==> src/rtl/hazard_pkg.sv <==
// Shared encodings for the hazard scoreboard: forward-select codes and
// the multi-cycle unit state enumeration.
package hazard_pkg;

    typedef enum logic [1:0] {
        FWD_RF  = 2'b00,
        FWD_WB  = 2'b01,
        FWD_MEM = 2'b10
    } fwd_sel_e;

    typedef enum logic {
        MUL_IDLE = 1'b0,
        MUL_BUSY = 1'b1
    } mul_state_e;

endpackage

==> src/rtl/sat_counter.sv <==
// Event counter that increments on inc and holds at all-ones instead of wrapping.
module sat_counter #(
    parameter int CNT_W = 16
) (
    input  logic             clk,
    input  logic             reset,
    input  logic             inc,
    output logic [CNT_W-1:0] count
);

    logic [CNT_W-1:0] count_q;
    logic [CNT_W-1:0] count_d;

    // NOTE: every combinational output gets a default on entry so no path
    // leaves it unassigned and a latch is never inferred.
    always_comb begin
        count_d = count_q;
        if (inc && (count_q != '1)) begin
            count_d = count_q + CNT_W'(1);
        end
    end

    // NOTE: state registers use non-blocking assignments so every flop
    // samples the pre-edge value regardless of process ordering.
    always_ff @(posedge clk) begin
        if (reset) begin
            count_q <= '0;
        end else begin
            count_q <= count_d;
        end
    end

    assign count = count_q;

endmodule

==> src/rtl/hazard_scoreboard.sv <==
// Pipeline hazard unit: E-stage forwarding, load-use and scoreboard stalls,
// PC-write flushes, a single-issue multi-cycle unit tracker and event counters.
module hazard_scoreboard
    import hazard_pkg::*;
#(
    parameter int ADDR_W  = 4,
    parameter int MUL_LAT = 3,
    parameter int CNT_W   = 16
) (
    input  logic              clk,
    input  logic              reset,
    input  logic [ADDR_W-1:0] RA1D,
    input  logic [ADDR_W-1:0] RA2D,
    input  logic [ADDR_W-1:0] RA1E,
    input  logic [ADDR_W-1:0] RA2E,
    input  logic [ADDR_W-1:0] WA3E,
    input  logic [ADDR_W-1:0] WA3M,
    input  logic [ADDR_W-1:0] WA3W,
    input  logic [ADDR_W-1:0] WA3D,
    input  logic              RegWriteM,
    input  logic              RegWriteW,
    input  logic              MemtoRegE,
    input  logic              BranchTakenE,
    input  logic              PCSrcD,
    input  logic              PCSrcE,
    input  logic              PCSrcM,
    input  logic              PCSrcW,
    input  logic              MulOpD,
    input  logic              MulStartE,
    output logic [1:0]        ForwardAE,
    output logic [1:0]        ForwardBE,
    output logic              StallF,
    output logic              StallD,
    output logic              FlushD,
    output logic              FlushE,
    output logic              MulBusy,
    output logic              MulDone,
    output logic [ADDR_W-1:0] MulDst,
    output logic [CNT_W-1:0]  StallCount,
    output logic [CNT_W-1:0]  FlushCount
);

    localparam int                NREGS   = 2 ** ADDR_W;
    localparam int                LAT_W   = $clog2(MUL_LAT + 1);
    localparam logic [ADDR_W-1:0] PC_ADDR = '1;

    mul_state_e        state_q, state_d;
    logic [LAT_W-1:0]  cnt_q, cnt_d;
    logic [ADDR_W-1:0] dst_q, dst_d;
    logic [NREGS-1:0]  pending_q, pending_d;

    logic mul_busy, mul_done;
    logic ldr_stall, sb_stall, pc_wr_pending;

    // The PC is written outside the normal writeback path, so it is never a bypass source.
    function automatic fwd_sel_e fwd_select(
        input logic [ADDR_W-1:0] src,
        input logic              rw_m,
        input logic [ADDR_W-1:0] wa_m,
        input logic              rw_w,
        input logic [ADDR_W-1:0] wa_w
    );
        if (src == PC_ADDR)           return FWD_RF;
        if (rw_m && (wa_m == src))    return FWD_MEM;
        if (rw_w && (wa_w == src))    return FWD_WB;
        return FWD_RF;
    endfunction

    // Multi-cycle unit: state register.
    // NOTE: the pending vector is reset explicitly; a stale bit left over
    // from an aborted op would stall decode on that register forever.
    always_ff @(posedge clk) begin
        if (reset) begin
            state_q   <= MUL_IDLE;
            cnt_q     <= '0;
            dst_q     <= '0;
            pending_q <= '0;
        end else begin
            state_q   <= state_d;
            cnt_q     <= cnt_d;
            dst_q     <= dst_d;
            pending_q <= pending_d;
        end
    end

    // Multi-cycle unit: next state. Starts while BUSY are dropped, which keeps
    // at most one pending bit live.
    always_comb begin
        state_d   = state_q;
        cnt_d     = cnt_q;
        dst_d     = dst_q;
        pending_d = pending_q;
        case (state_q)
            MUL_IDLE: begin
                if (MulStartE) begin
                    state_d         = MUL_BUSY;
                    cnt_d           = LAT_W'(MUL_LAT);
                    dst_d           = WA3E;
                    pending_d       = '0;
                    pending_d[WA3E] = 1'b1;
                end
            end
            MUL_BUSY: begin
                if (cnt_q == LAT_W'(1)) begin
                    state_d          = MUL_IDLE;
                    pending_d[dst_q] = 1'b0;
                end else begin
                    cnt_d = cnt_q - LAT_W'(1);
                end
            end
            default: state_d = MUL_IDLE;
        endcase
    end

    // Multi-cycle unit: outputs.
    always_comb begin
        mul_busy = (state_q == MUL_BUSY);
        mul_done = (state_q == MUL_BUSY) && (cnt_q == LAT_W'(1));
    end

    // Hazard detection; reset forces the pipeline into a flushed, unstalled state.
    always_comb begin
        ldr_stall     = MemtoRegE && ((WA3E == RA1D) || (WA3E == RA2D));
        sb_stall      = pending_q[RA1D] || pending_q[RA2D] || pending_q[WA3D]
                        || (MulOpD && mul_busy);
        pc_wr_pending = PCSrcD || PCSrcE || PCSrcM;

        ForwardAE = fwd_select(RA1E, RegWriteM, WA3M, RegWriteW, WA3W);
        ForwardBE = fwd_select(RA2E, RegWriteM, WA3M, RegWriteW, WA3W);
        StallF    = ldr_stall || sb_stall || pc_wr_pending;
        StallD    = ldr_stall || sb_stall;
        FlushD    = pc_wr_pending || PCSrcW || BranchTakenE;
        FlushE    = ldr_stall || sb_stall || BranchTakenE;
        MulBusy   = mul_busy;
        MulDone   = mul_done;
        MulDst    = dst_q;

        if (reset) begin
            ForwardAE = FWD_RF;
            ForwardBE = FWD_RF;
            StallF    = 1'b0;
            StallD    = 1'b0;
            FlushD    = 1'b1;
            FlushE    = 1'b1;
            MulBusy   = 1'b0;
            MulDone   = 1'b0;
            MulDst    = '0;
        end
    end

    sat_counter #(.CNT_W(CNT_W)) u_stall_cnt (
        .clk   (clk),
        .reset (reset),
        .inc   (StallD),
        .count (StallCount)
    );

    sat_counter #(.CNT_W(CNT_W)) u_flush_cnt (
        .clk   (clk),
        .reset (reset),
        .inc   (FlushE),
        .count (FlushCount)
    );

endmodule

==> config.mk <==
export PLATFORM = sky130hd
export DESIGN_NAME = hazard_scoreboard
export DESIGN_NICKNAME = d
export VERILOG_FILES = /design/src/rtl/hazard_pkg.sv /design/src/rtl/sat_counter.sv /design/src/rtl/hazard_scoreboard.sv
export SDC_FILE = /design/constraint.sdc
export NUM_CORES = 1
export LEC_CHECK = 0
export CAP_MARGIN = 20
export CORE_MARGIN = 1.5
export CORE_UTILIZATION = 54
export DETAILED_ROUTE_END_ITERATION = 6
export HOLD_SLACK_MARGIN = 0.03
export PLACE_DENSITY_LB_ADDON = 0.08
export SYNTH_ARGS = -nofsm -noshare
export SYNTH_HDL_FRONTEND = slang
export SYNTH_SLANG_ARGS = --single-unit
==> constraint.sdc <==
create_clock -name clk -period 10.55 [get_ports clk]
set_clock_uncertainty 0.05 [all_clocks]
set_input_delay 2.6375 -clock clk [delete_from_list [all_inputs] [get_ports clk]]
set_output_delay 2.6375 -clock clk [all_outputs]
set_load 0.01 [all_outputs]
After elaboration in Yosys (flattened, before gate mapping) --
Cells that the tools add are included.
Cells by class: $add $sub $neg 3, order comparisons 7, equality and inequality tests 14, multiplexer cells 52, bitwise operators 3, reductions and logical operators 25
Operator list (number):
- $add 16x1->16 const B | 2
- $mux 16 | 2
- $mux 2 | 16
- $ne 16x16->1 const B | 2
- $pmux 16 s2 | 1
- $lt 4x5->1 const B | 5
- $mux 1 | 25
- $eq 4x4->1 | 6
- $and 16x16->16 | 1
- $not 16->16 | 1
- $bmux 1 s4 | 3
- $logic_and 1x1->1 | 11
- $logic_or 1x1->1 | 11
- $demux 1 s4 | 2
- $eq 4x4->1 const B | 2
- $ge 4x1->1 const B | 2
- $reduce_and 2->1 | 3
- $mux 4 | 1
- $ne 2x2->1 const B | 2
- $pmux 2 s2 | 1
- $eq 2x1->1 const B | 1
- $ne 2x1->1 const B | 1
- $pmux 1 s2 | 1
- $sub 2x1->2 const B | 1
- $not 1->1 | 1
Word-level totals: register bits after elaboration 55, input port bits 44, output and inout port bits 46

Logic depth before layout (Yosys ltp) --
Gate-level depths: netlist of run 1.
word-level depth 10, gate-level depth with buffers 10, gate-level depth less buffers 7

Modules after synthesis --
From an unflattened synthesis of run 1, not the netlist that was laid out.
Second synthesis, totals: cell total of the unflattened synthesis 414, area total of the unflattened synthesis 3510.9 µm²
By module, submodules not included:
- hazard_scoreboard | instances 1, cells each 216, area an instance 1814.2 µm², sequential area each 460.4 µm²
- sat_counter | instances 2, cells each 99, area an instance 848.3 µm², sequential area each 320.3 µm²

Worst setup path before layout of run 1 --
No wires, ideal clock.
path type input to output, start point input port RA2D[1], end point output port StallF, arrival time 4380 ps, setup slack 3483 ps, stages 9, path buffers 3, cells stage by stage buf_6 -> mux4_2 -> mux2_2 -> a2bb2oi_1 -> nand3_2 -> nor2_4 -> buf_4 -> buf_4 -> a21oi_1
Between the ends: longest elaborated chain between the ends 8
RTL lines:
- from (decl) | line hazard_scoreboard.sv:13 | input logic [ADDR_W-1:0] RA2D,
- $bmux 1 s4 | line hazard_scoreboard.sv:124 | sb_stall = pending_q[RA1D] || pending_q[RA2D] || pending_q[WA3D]
- $mux 1 (implied by the code) | line hazard_scoreboard.sv:124
- $logic_or 1x1->1 (2 in a row) | line hazard_scoreboard.sv:124
- $logic_or 1x1->1 | line hazard_scoreboard.sv:125 | || (MulOpD && mul_busy);
- $logic_or 1x1->1 (*) (2 in a row) | line hazard_scoreboard.sv:130 | StallF = ldr_stall || sb_stall || pc_wr_pending;
- $mux 1 (*) | line hazard_scoreboard.sv:138 | if (reset) begin
- to (decl) | line hazard_scoreboard.sv:32 | output logic StallF,
Mark *: on every way between the ends. The rest lies on a longest branch, timed or not. The select of a mux whose other input is x is not followed.

Worst setup path in the final report of run 1 --
Ends and elaborated chain as after synthesis.

==> results of run 1 <==
## power groups by stage
stage	combinational [uW]	sequential [uW]	clock, uW
after floorplan	52.7	225	0
after global placement	88.0	226	0
after detailed placement	89.9	227	0
after CTS	90.6	222	123
after global routing	100	223	130
final	90.9	222	120
## Yosys cell counts (7+ instances only)
library cell | instances | share of area
nand2_1 | 34 | 0.036
nand3_1 | 31 | 0.044
inv_1 | 11 | 0.012
o21ai_0 | 14 | 0.020
or3_1 | 10 | 0.018
and3_1 | 10 | 0.018
buf_2 | 7 | 0.0099
nor2b_1 | 13 | 0.023
dfxtp_1 | 55 | 0.31
clkbuf_1 | 12 | 0.013
nor3_1 | 12 | 0.017
mux2i_1 | 10 | 0.028
nor2_1 | 25 | 0.027
o311ai_0 | 8 | 0.020
nand4_1 | 10 | 0.018
o31ai_1 | 8 | 0.017
nand2b_1 | 8 | 0.014
o211ai_1 | 10 | 0.021
mux4_2 | 8 | 0.051
or4_1 | 8 | 0.017
a21oi_1 | 47 | 0.067
xor2_1 | 20 | 0.050
## routing by layer
metal / wire, um / track usage
met1: 3793 / 0.3275
met2: 4665 / 0.4428
met3: 613 / 0.04253
met4: 170 / 0.08793
met5: 0 / 0
## worst min path at each step
stage                     cells past startpoint  slack [ns]                     to
after floorplan                               2        0.40               cnt_q[1]
after global placement                        2        0.42               cnt_q[1]
after detailed placement                      2        0.43               cnt_q[1]
after CTS                                     2        0.44               cnt_q[1]
after global routing                          2        0.47               cnt_q[1]
final                                         2        0.45  u_flush_cnt.count[14]
## flip-flops by register name, indices dropped and copies added (netlist names)
| register | count |
|---|---|
| pending_q | 16 |
| u_flush_cnt.count | 16 |
| u_stall_cnt.count | 16 |
| dst_q | 4 |
| cnt_q | 2 |
| mul_busy | 1 |
## logic make-up after synthesis
group	synth area share
simple gates	0.2877
xor+xnor	0.05457
compound gates	0.1768
flops	0.3118
buf+inv	0.04925
fa+ha+maj	0.01063
mux	0.1091
## worst max-delay path: cells and delay by family
family / cells / cell delay, ns
buffers and inverters: 2 / 1.17
muxes: 2 / 0.81
and+or+nand+nor: 2 / 0.63
AOI/OAI and AO/OA: 2 / 0.30
## area by class of cell
type | instances | area, sq um | area share
multi-input combinational | 337 | 2256 | 0.5032
timing repair buffer | 91 | 900.9 | 0.2009
sequential | 55 | 1101 | 0.2456
clock buffer | 5 | 68.82 | 0.01535
clock inverter | 3 | 18.77 | 0.004186
tap | 77 | 96.34 | 0.02149
inverter | 11 | 41.29 | 0.009210
## placed cells by master (no fill, tap or decap), types with 8 or more instances in the layout
cell / instances
clkdlybuf4s50_1: 88
dfxtp_1: 55
a21oi_1: 47
nand2_1: 34
nand3_1: 31
nor2_1: 25
xor2_1: 20
o21ai_0: 14
nor2b_1: 13
nor3_1: 12
inv_1: 11
and3_1: 10
mux2i_1: 10
o211ai_1: 10
nand4_1: 10
or3_1: 10
nand2b_1: 8
mux4_2: 8
o31ai_1: 8
or4_1: 8
o311ai_0: 8
## per-stage QoR
stage / std cells / worst slack [ns]
2_1_floorplan: 431 / 3.483
3_3_place_gp: 571 / 2.333
3_5_place_dp: 571 / 2.298
4_1_cts: 579 / 2.288
5_1_grt: 579 / 2.095
6_report: 579 / 2.302
==> summary.md, run 1 <==
| Metric | Value |
|---|---|
| Initial antenna violation count | 0 |
| Peak Freq | 0.1212 GHz |
| Max_cap viols | 0 |
| First-pass GRT wire length | around 15,000 um |
| Final hold vios | 0 |
| I/O Buffers | 89 |
| Sinks on Clock Net | 55 |
| Seq pwr share | 0.513 |
| Syn-to-layout area delta | 26.97% |
| Slew @ Worst Pin | between 0.9 and 1 ns |
| Yosys reg bits | 55 |
| Critical Path RT | 7.86 ns |
| I/O pins | 90 |
| # rows | 29 |
| Worst setup path start | RA2D[1] |
| Synth Flop Type | dfxtp_1 |
| Synthesized Nets | 478 |
| Critical Path AT | 5.56 ns |
| Final Util | 0.7060 |
| Fin crit share | 0.7818 |
| Worst path cell trace | clkdlybuf4s50_1, mux4_2, mux2_2, a2bb2oi_1, nand3_2, nor2_4, a21oi_1, clkdlybuf4s50_1 |
| Final ANT Viol Nets | 0 |
| Synth warn | 0 |
| Crit path capture type | output pin |
| Core area | 6350 sq um |
| Final instance area | 4483 sq um |
| # diodes | 0 |
| Vias in the first global route | 3,318 |
| CP max FO | 26 |
| Clock buffer count from CTS | 5 |
| Worst Setup EP | StallF |
| Drt initial violations | 287 |
| Setup Fix Bufs, Post-CTS | 0 |
| Worst Hold Class | reg -> reg |
| Final Net Count | 548 |
| Sw Share | 0.2980 |
| Cell Pwr Density | roughly 97 nW/um^2 |
| WHS | 0.4489 ns |
| Worst path max stage delay | 0.66 ns |
| Clk slew on worst S/H paths | ~0.10 ns |
| Leak | 0.001529 uW |
| Slew headroom | 0.3944 |
| CTS H-tree lvls | 2 |
| Most common cell on crit path | clkdlybuf4s50_1 |
| RR Startpoint | pending_q[14] |
| Asr flop ratio synth | 0 |
| DIE WIDTH | 83.86 um |
| Final Max Slew Viols | 0 |
| Clk_lat worst skew | just over 0.3 ns |
| Initial Util | 0.5561 |
| TritonRoute pass-1 iters | 5 |
| Critical path class | in -> out |
| Slowest stage cell on the critical path | clkdlybuf4s50_1 |
| # fillers | 541 |
| Max Buffers Root-to-Sink | 2 |
| Clock power share | 0.277 |
| Cell area after synthesis | roughly 3500 sq um |
| Die area | 7033 sq um |
| Netlist cell types | 49 |
| Layout cells sized above 1 | 0.06375 |
| Cts hold-fix bufs | 0 |
| Mapped Cells | 431 |
| Internal Power | 303.8 uW |
| Final GP Congestion | 0.9306 |
| Vias per cell | roughly 6.3 |
| GRT overflow | 0 |
| Reg2reg setup slack | 7.93 ns |
| Setup TNS | 0 ns |
| Setup violators final | 0 |
| Seq/Total Area, Yosys | 0.3118 |
| Die Height | between 80 and 90 um |
| FF-to-FF End | u_stall_cnt.count[7] |
| NetSw | between 100 and 150 uW |
| DR WL/cell | 15.97 um |
| Reg2reg path depth | 7 |
| Pwr Total | around 430 uW |
| Post-synth EDFFs | 0 |
| Overall routed net length | slightly above 9000 um |
| RSZ-0062 raised after global routing | false |
| Final Critical Period | 8.248 ns |
| Detailed-route via count | 3,625 |
| Hold path start | u_flush_cnt.count[14] |
| Setup crit start kind | input pin |
| Dpl hpwl | 6609 um |
| # resized after CTS | 0 |
| Run status | completed |
| CTS root buf | clkbuf_8 |
| Max rail drop VDD | a little over 0.08 mV |
| Gate power share | 0.210 |
| CTS tree | built |
| Total global routing track utilization | 0.2574 |
| Syn Area/Cell | ~8.2 sq um |
| Post-DP Area | 4395 sq um |
| Number of remaining DRC errors | 0 |
| Pin count of the biggest net entering global routing | 76 |
(Power assumes the default switching activity.)
==> run 2, diff against run 1 <==
- CORE_UTILIZATION: 54 -> 50
- clock period: 10.55 -> 8.35 ns (I/O delays scaled with it)
==> summary.md, run 2 (synthesized netlist as in run 1, its figures left out) <==
| Metric | Value |
|---|---|
| Setup Fix Bufs, Post-CTS | 0 (unchanged) |
| CP max FO | 26 (unchanged) |
| # fillers | 622 (+15%) |
| WHS Endpoint | cnt_q[1] |
| Number of remaining DRC errors | 0 (unchanged) |
| Final GP Congestion | 0.8748 (-6.0%) |
| Slew headroom | 0.4392 (+0.04485) |
| # diodes | 0 (unchanged) |
| Vias per cell | 5.926 (-5.3%) |
| Gate power share | 0.212 (+0.002) |
| DR WL/cell | 15.48 um (-3.1%) |
| Dpl hpwl | 6789 um (+2.7%) |
| FF-to-FF End | u_stall_cnt.count[7] |
| Pwr Total | 540.5 uW (+25%) |
| Hold path start | cnt_q[1] |
| Total global routing track utilization | 0.2482 (-0.009182) |
| Critical Path AT | 5.00 ns (-0.56 ns) |
| CTS tree | built |
| NetSw | 157.2 uW (+22%) |
| I/O Buffers | 89 (unchanged) |
| Worst path cell trace | clkdlybuf4s50_1, mux4_2, mux2_2, a2bb2oi_1, nand3_2, nor2_4, a21oi_1, clkdlybuf4s50_1 |
| Critical path class | in -> out |
| Cts hold-fix bufs | 0 (unchanged) |
| Core area | 6794 sq um (+7.0%) |
| Worst Path Buf+Inv | 2 (unchanged) |
| Clk slew on worst S/H paths | 0.09 ns (about the same) |
| Final Max Slew Viols | 0 (unchanged) |
| Most frequent cells in the layout | clkdlybuf4s50_1, dfxtp_1, a21oi_1, nand2_1, nand3_1 |
| Critical Path RT | 6.21 ns (-1.65 ns) |
| # rows | 30 (+3.4%) |
| CP top delay family | buffers and inverters |
| Worst path max stage delay | 0.66 ns (about the same) |
| Max Buffers Root-to-Sink | 2 (unchanged) |
| Reg2reg path depth | 7 (unchanged) |
| GRT overflow | 0 (unchanged) |
| Max rail drop VDD | 0.07036 mV (-15%) |
| # resized after CTS | 0 (unchanged) |
| CTS root buf | clkbuf_8 |
| Layout cells sized above 1 | 0.06175 (-0.001992) |
| Max_cap viols | 0 (unchanged) |
| Final worst slack | 1.209 ns (-1.092 ns) |
| Slowest stage cell on the critical path | clkdlybuf4s50_1 |
| Final Critical Period | 7.141 ns |
| Reg2reg setup slack | 5.71 ns (-2.22 ns) |
| Initial Util | 0.5197 (-0.03635) |
| Clock power share | 0.270 (-0.007) |
| CTS H-tree lvls | 2 (unchanged) |
| TritonRoute pass-1 iters | 4 (-1) |
| Crit path capture type | output pin |
| Most common cell on crit path | clkdlybuf4s50_1 |
| Final Util | 0.6630 (-0.04303) |
| Final ANT Viol Nets | 0 (unchanged) |
| Leak | 0.001521 uW (-0.47%) |
| Drt initial violations | 214 (-25%) |
| Slew @ Worst Pin | 0.8412 ns (-0.06727 ns) |
| Initial antenna violation count | 0 (unchanged) |
| Worst Hold Class | reg -> reg |
| Die area | 7575 sq um (+7.7%) |
| Sw Share | 0.2909 (-0.007134) |
| RSZ-0062 raised after global routing | false |
| Detailed-route via count | 3,544 (-2.2%) |
| Sinks on Clock Net | 55 (unchanged) |
| Clk_lat worst skew | 0.31 ns (about the same) |
| Internal Power | 383.3 uW (+26%) |
| Setup crit start kind | input pin |
| Setup violators final | 0 (unchanged) |
| Pre-CTS setup slack | 1.214 ns (-1.084 ns) |
| Vias in the first global route | 3,307 (-0.33%) |
| Die Height | 87.04 um (+3.8%) |
| Commonest non-fill, non-tap cell in the layout | clkdlybuf4s50_1 |
| Peak Freq | 0.1400 GHz |
| Final Net Count | 548 (unchanged) |
| Run status | completed |
| DIE WIDTH | 87.04 um (+3.8%) |
| Cell Pwr Density | 120.0 nW/um^2 (+24%) |
| Clock buffer count from CTS | 5 (unchanged) |
| I/O pins | 90 (unchanged) |
| Hold path depth | 2 (unchanged) |
| Fin crit share | 0.8552 |
| First-pass GRT wire length | 15,050 um (about the same) |
| Final hold vios | 0 (unchanged) |
| Seq pwr share | 0.518 (+0.005) |
| RR Startpoint | pending_q[12] |
| Setup TNS | 0 ns (unchanged) |
| Pin count of the biggest net entering global routing | 42 (-45%) |
| Syn-to-layout area delta | 27.57% |
| Overall routed net length | 9256 um (+0.13%) |
==> run 2: final cells by class <==
class / instances / area (sq um) / area share
clock buffer: 6 / 72.57 / 0.01611
timing repair buffer: 91 / 900.9 / 0.2000
tap: 96 / 120.1 / 0.02667
sequential: 55 / 1101 / 0.2444
clock inverter: 2 / 12.51 / 0.002778
inverter: 11 / 41.29 / 0.009167
multi-input combinational: 337 / 2256 / 0.5008
==> run 2: how the worst max path moves through the flow <==
stage	start	slack, ns	end	cells past startpoint
2_1_floorplan	RA2D[1]	2.38	StallF	9
3_3_place_gp	RA2D[1]	1.25	StallF	8
3_5_place_dp	RA2D[1]	1.21	StallF	8
4_1_cts	RA2D[1]	1.20	StallF	8
5_1_grt	RA2D[1]	1.00	StallF	8
6_report	RA2D[1]	1.21	StallF	8
==> run 2: worst min-delay path, cell delays in order (launching register included) <==
cell and delay (ns):
dfxtp_1 0.31, inv_1 0.07, a311oi_1 0.07
==> run 2: per-stage QoR <==
stage,instance area (sq um),hold WS [ns],std cells
after floorplan,3531,0.4010,431
after global placement,4419,0.4179,590
after detailed placement,4419,0.4283,590
after CTS,4504,0.4428,598
after global routing,4504,0.4629,598
final,4504,0.4379,598
==> run 2: layer usage <==
layer	up-vias	global-route usage	share of wire
li1	1744	-	-
met1	1665	0.3013	0.42
met2	114	0.4271	0.49
met3	21	0.05403	0.064
met4	0	0.09677	0.026
met5	-	0	0
==> run 2: power groups by stage <==
| stage | registers, uW | logic (uW) | clock network, uW |
|---|---|---|---|
| floorplan | 284 | 66.5 | 0 |
| global placement | 285 | 112 | 0 |
| detailed placement | 286 | 114 | 0 |
| CTS | 280 | 115 | 151 |
| global route | 281 | 125 | 161 |
| finish | 280 | 114 | 146 |
==> run 3, diff against run 2 <==
- CORE_UTILIZATION: 50 -> 54
- SLEW_MARGIN: not set -> 40
- clock period: 8.35 -> 8.57 ns (I/O delays scaled with it)
==> summary.md, run 3 (synthesized netlist as in run 1, its figures left out) <==
| Metric | Value |
|---|---|
| Final hold vios | 0 (unchanged) |
| I/O pins | 90 (unchanged) |
| First-pass GRT wire length | 15,060 um (about the same) |
| Setup violators final | 0 (unchanged) |
| Critical path class | in -> out |
| Total global routing track utilization | 0.2580 (+0.009769) |
| Die Height | 83.86 um (-3.6%) |
| Vias in the first global route | 3,355 (+1.5%) |
| Clk_lat worst skew | 0.31 ns (about the same) |
| Syn-to-layout area delta | 27.25% |
| Dpl hpwl | 6765 um (-0.36%) |
| RR Startpoint | pending_q[15] |
| Worst Hold Class | reg -> reg |
| Critical Path RT | 6.38 ns (+0.17 ns) |
| Commonest non-fill, non-tap cell in the layout | clkdlybuf4s50_1 |
| Peak Freq | ~0.14 GHz |
| DR WL/cell | 15.96 um (+3.1%) |
| DIE WIDTH | 83.86 um (-3.6%) |
| TritonRoute pass-1 iters | 4 (unchanged) |
| Slew @ Worst Pin | 0.6889 ns (-0.1523 ns) |
| Max Buffers Root-to-Sink | 2 (unchanged) |
| Met1 Track Usage GR | 0.3132 (+0.01195) |
| Met3 Use GR | 0.04352 (-0.01051) |
| Drt initial violations | 275 (+29%) |
| # diodes | 0 (unchanged) |
| Final Net Count | 548 (unchanged) |
| Overall routed net length | 9241 um (-0.16%) |
| Initial Util | 0.5561 (+0.03635) |
| Final Critical Period | 7.306 ns |
| Max rail drop VDD | 0.1048 mV (+49%) |
| Pin count of the biggest net entering global routing | 42 (unchanged) |
| CTS tree | built |
| RSZ-0062 raised after global routing | false |
| Cell Pwr Density | 119.0 nW/um^2 (-0.82%) |
| Clock buffer count from CTS | 5 (unchanged) |
| I/O Buffers | 89 (unchanged) |
| Crit path capture type | output pin |
| Slew headroom | 0.5372 (+0.09798) |
| Setup Fix Bufs, Post-CTS | 0 (unchanged) |
| Final ANT Viol Nets | 0 (unchanged) |
| Hold path start | cnt_q[1] |
| Final Util | 0.7076 (+0.04460) |
| Vias per cell | 6.178 (+4.2%) |
| GRT busiest layer | met2 |
| Max_cap viols | 0 (unchanged) |
| Run status | completed |
| Most frequent cells in the layout | clkdlybuf4s50_1, dfxtp_1, a21oi_1, nand2_1, nand3_1 |
| Cts hold-fix bufs | 0 (unchanged) |
| Die area | 7033 sq um (-7.2%) |
| Met2 Usage GRT | 0.4626 (+0.03555) |
| Number of remaining DRC errors | 0 (unchanged) |
| Setup crit start kind | input pin |
| CTS root buf | clkbuf_8 |
| Initial antenna violation count | 0 (unchanged) |
| Core area | 6350 sq um (-6.5%) |
| Leak | 0.001529 uW (+0.48%) |
| Critical Path AT | 5.11 ns (+0.11 ns) |
| CP max FO | 26 (unchanged) |
| Layout cells sized above 1 | 0.06375 (+0.001992) |
| WHS | 0.4453 ns (+0.007370 ns) |
| CTS H-tree lvls | 2 (unchanged) |
| # resized after CTS | 0 (unchanged) |
| Setup TNS | 0 ns (unchanged) |
| GRT overflow | 0 (unchanged) |
| Detailed-route via count | 3,577 (+0.93%) |
| Final GP Congestion | 0.8825 (+0.88%) |
| # rows | 29 (-3.3%) |
| Worst setup path start | RA2D[1] |
| Final Max Slew Viols | 0 (unchanged) |
| Clk slew on worst S/H paths | 0.09 ns (about the same) |
| Sinks on Clock Net | 55 (unchanged) |
| Fin crit share | 0.8525 |
[run 3: changes by cell type in the layout (fill, tap and decap cells not counted), sizes merged]
cell / delta
clkbuf: +1
clkinvlp: -1
[run 3: final cells by class]
class | instances | area, sq um
Tap cell | 77 | 96.34
Clock inverter | 1 | 8.758
Clock buffer | 7 | 86.33
Sequential cell | 55 | 1101
Multi-Input combinational cell | 337 | 2258
Fill cell | 523 | 1857
Inverter | 11 | 41.29
Timing Repair Buffer | 91 | 900.9
[run 3: final timing paths]
check	end	slack, ns	depth (start not counted)
worst max-delay path	StallF	1.26	8
worst min register to register	cnt_q[1]	0.45	2
worst min-delay path	cnt_q[1]	0.45	2
worst max register to register	u_stall_cnt.count[7]	5.90	7
[run 3: metal layers]
metal / share of wire / vias up
met3: 0.061 / 16
met1: 0.42 / 1691
met5: 0 / -
met4: 0.018 / 0
met2: 0.50 / 121
li1: - / 1749
[run 3: where the power goes]
part / switching [uW] / internal [uW]
Combinational: 58.5 / 53.3
Clock: 83.6 / 66.4
Sequential: 9.91 / 263
Total: 152 / 383
[run 3: critical path, stage by stage]
cell and delay [ns]:
clkdlybuf4s50_1 0.67, mux4_2 0.55, mux2_2 0.27, a2bb2oi_1 0.18
nand3_2 0.19, nor2_4 0.48, a21oi_1 0.13, clkdlybuf4s50_1 0.51
[run 3: per-stage QoR]
stage / power (uW) / instances / setup WS, ns / instance area, sq um
6_report: 534.7 / 579 / 1.264 / 4493
5_1_grt: 559.8 / 579 / 1.082 / 4493
4_1_cts: 537.2 / 579 / 1.275 / 4491
3_5_place_dp: 389.5 / 571 / 1.283 / 4395
3_3_place_gp: 386.8 / 571 / 1.343 / 4395
2_1_floorplan: 342.0 / 431 / 2.493 / 3531
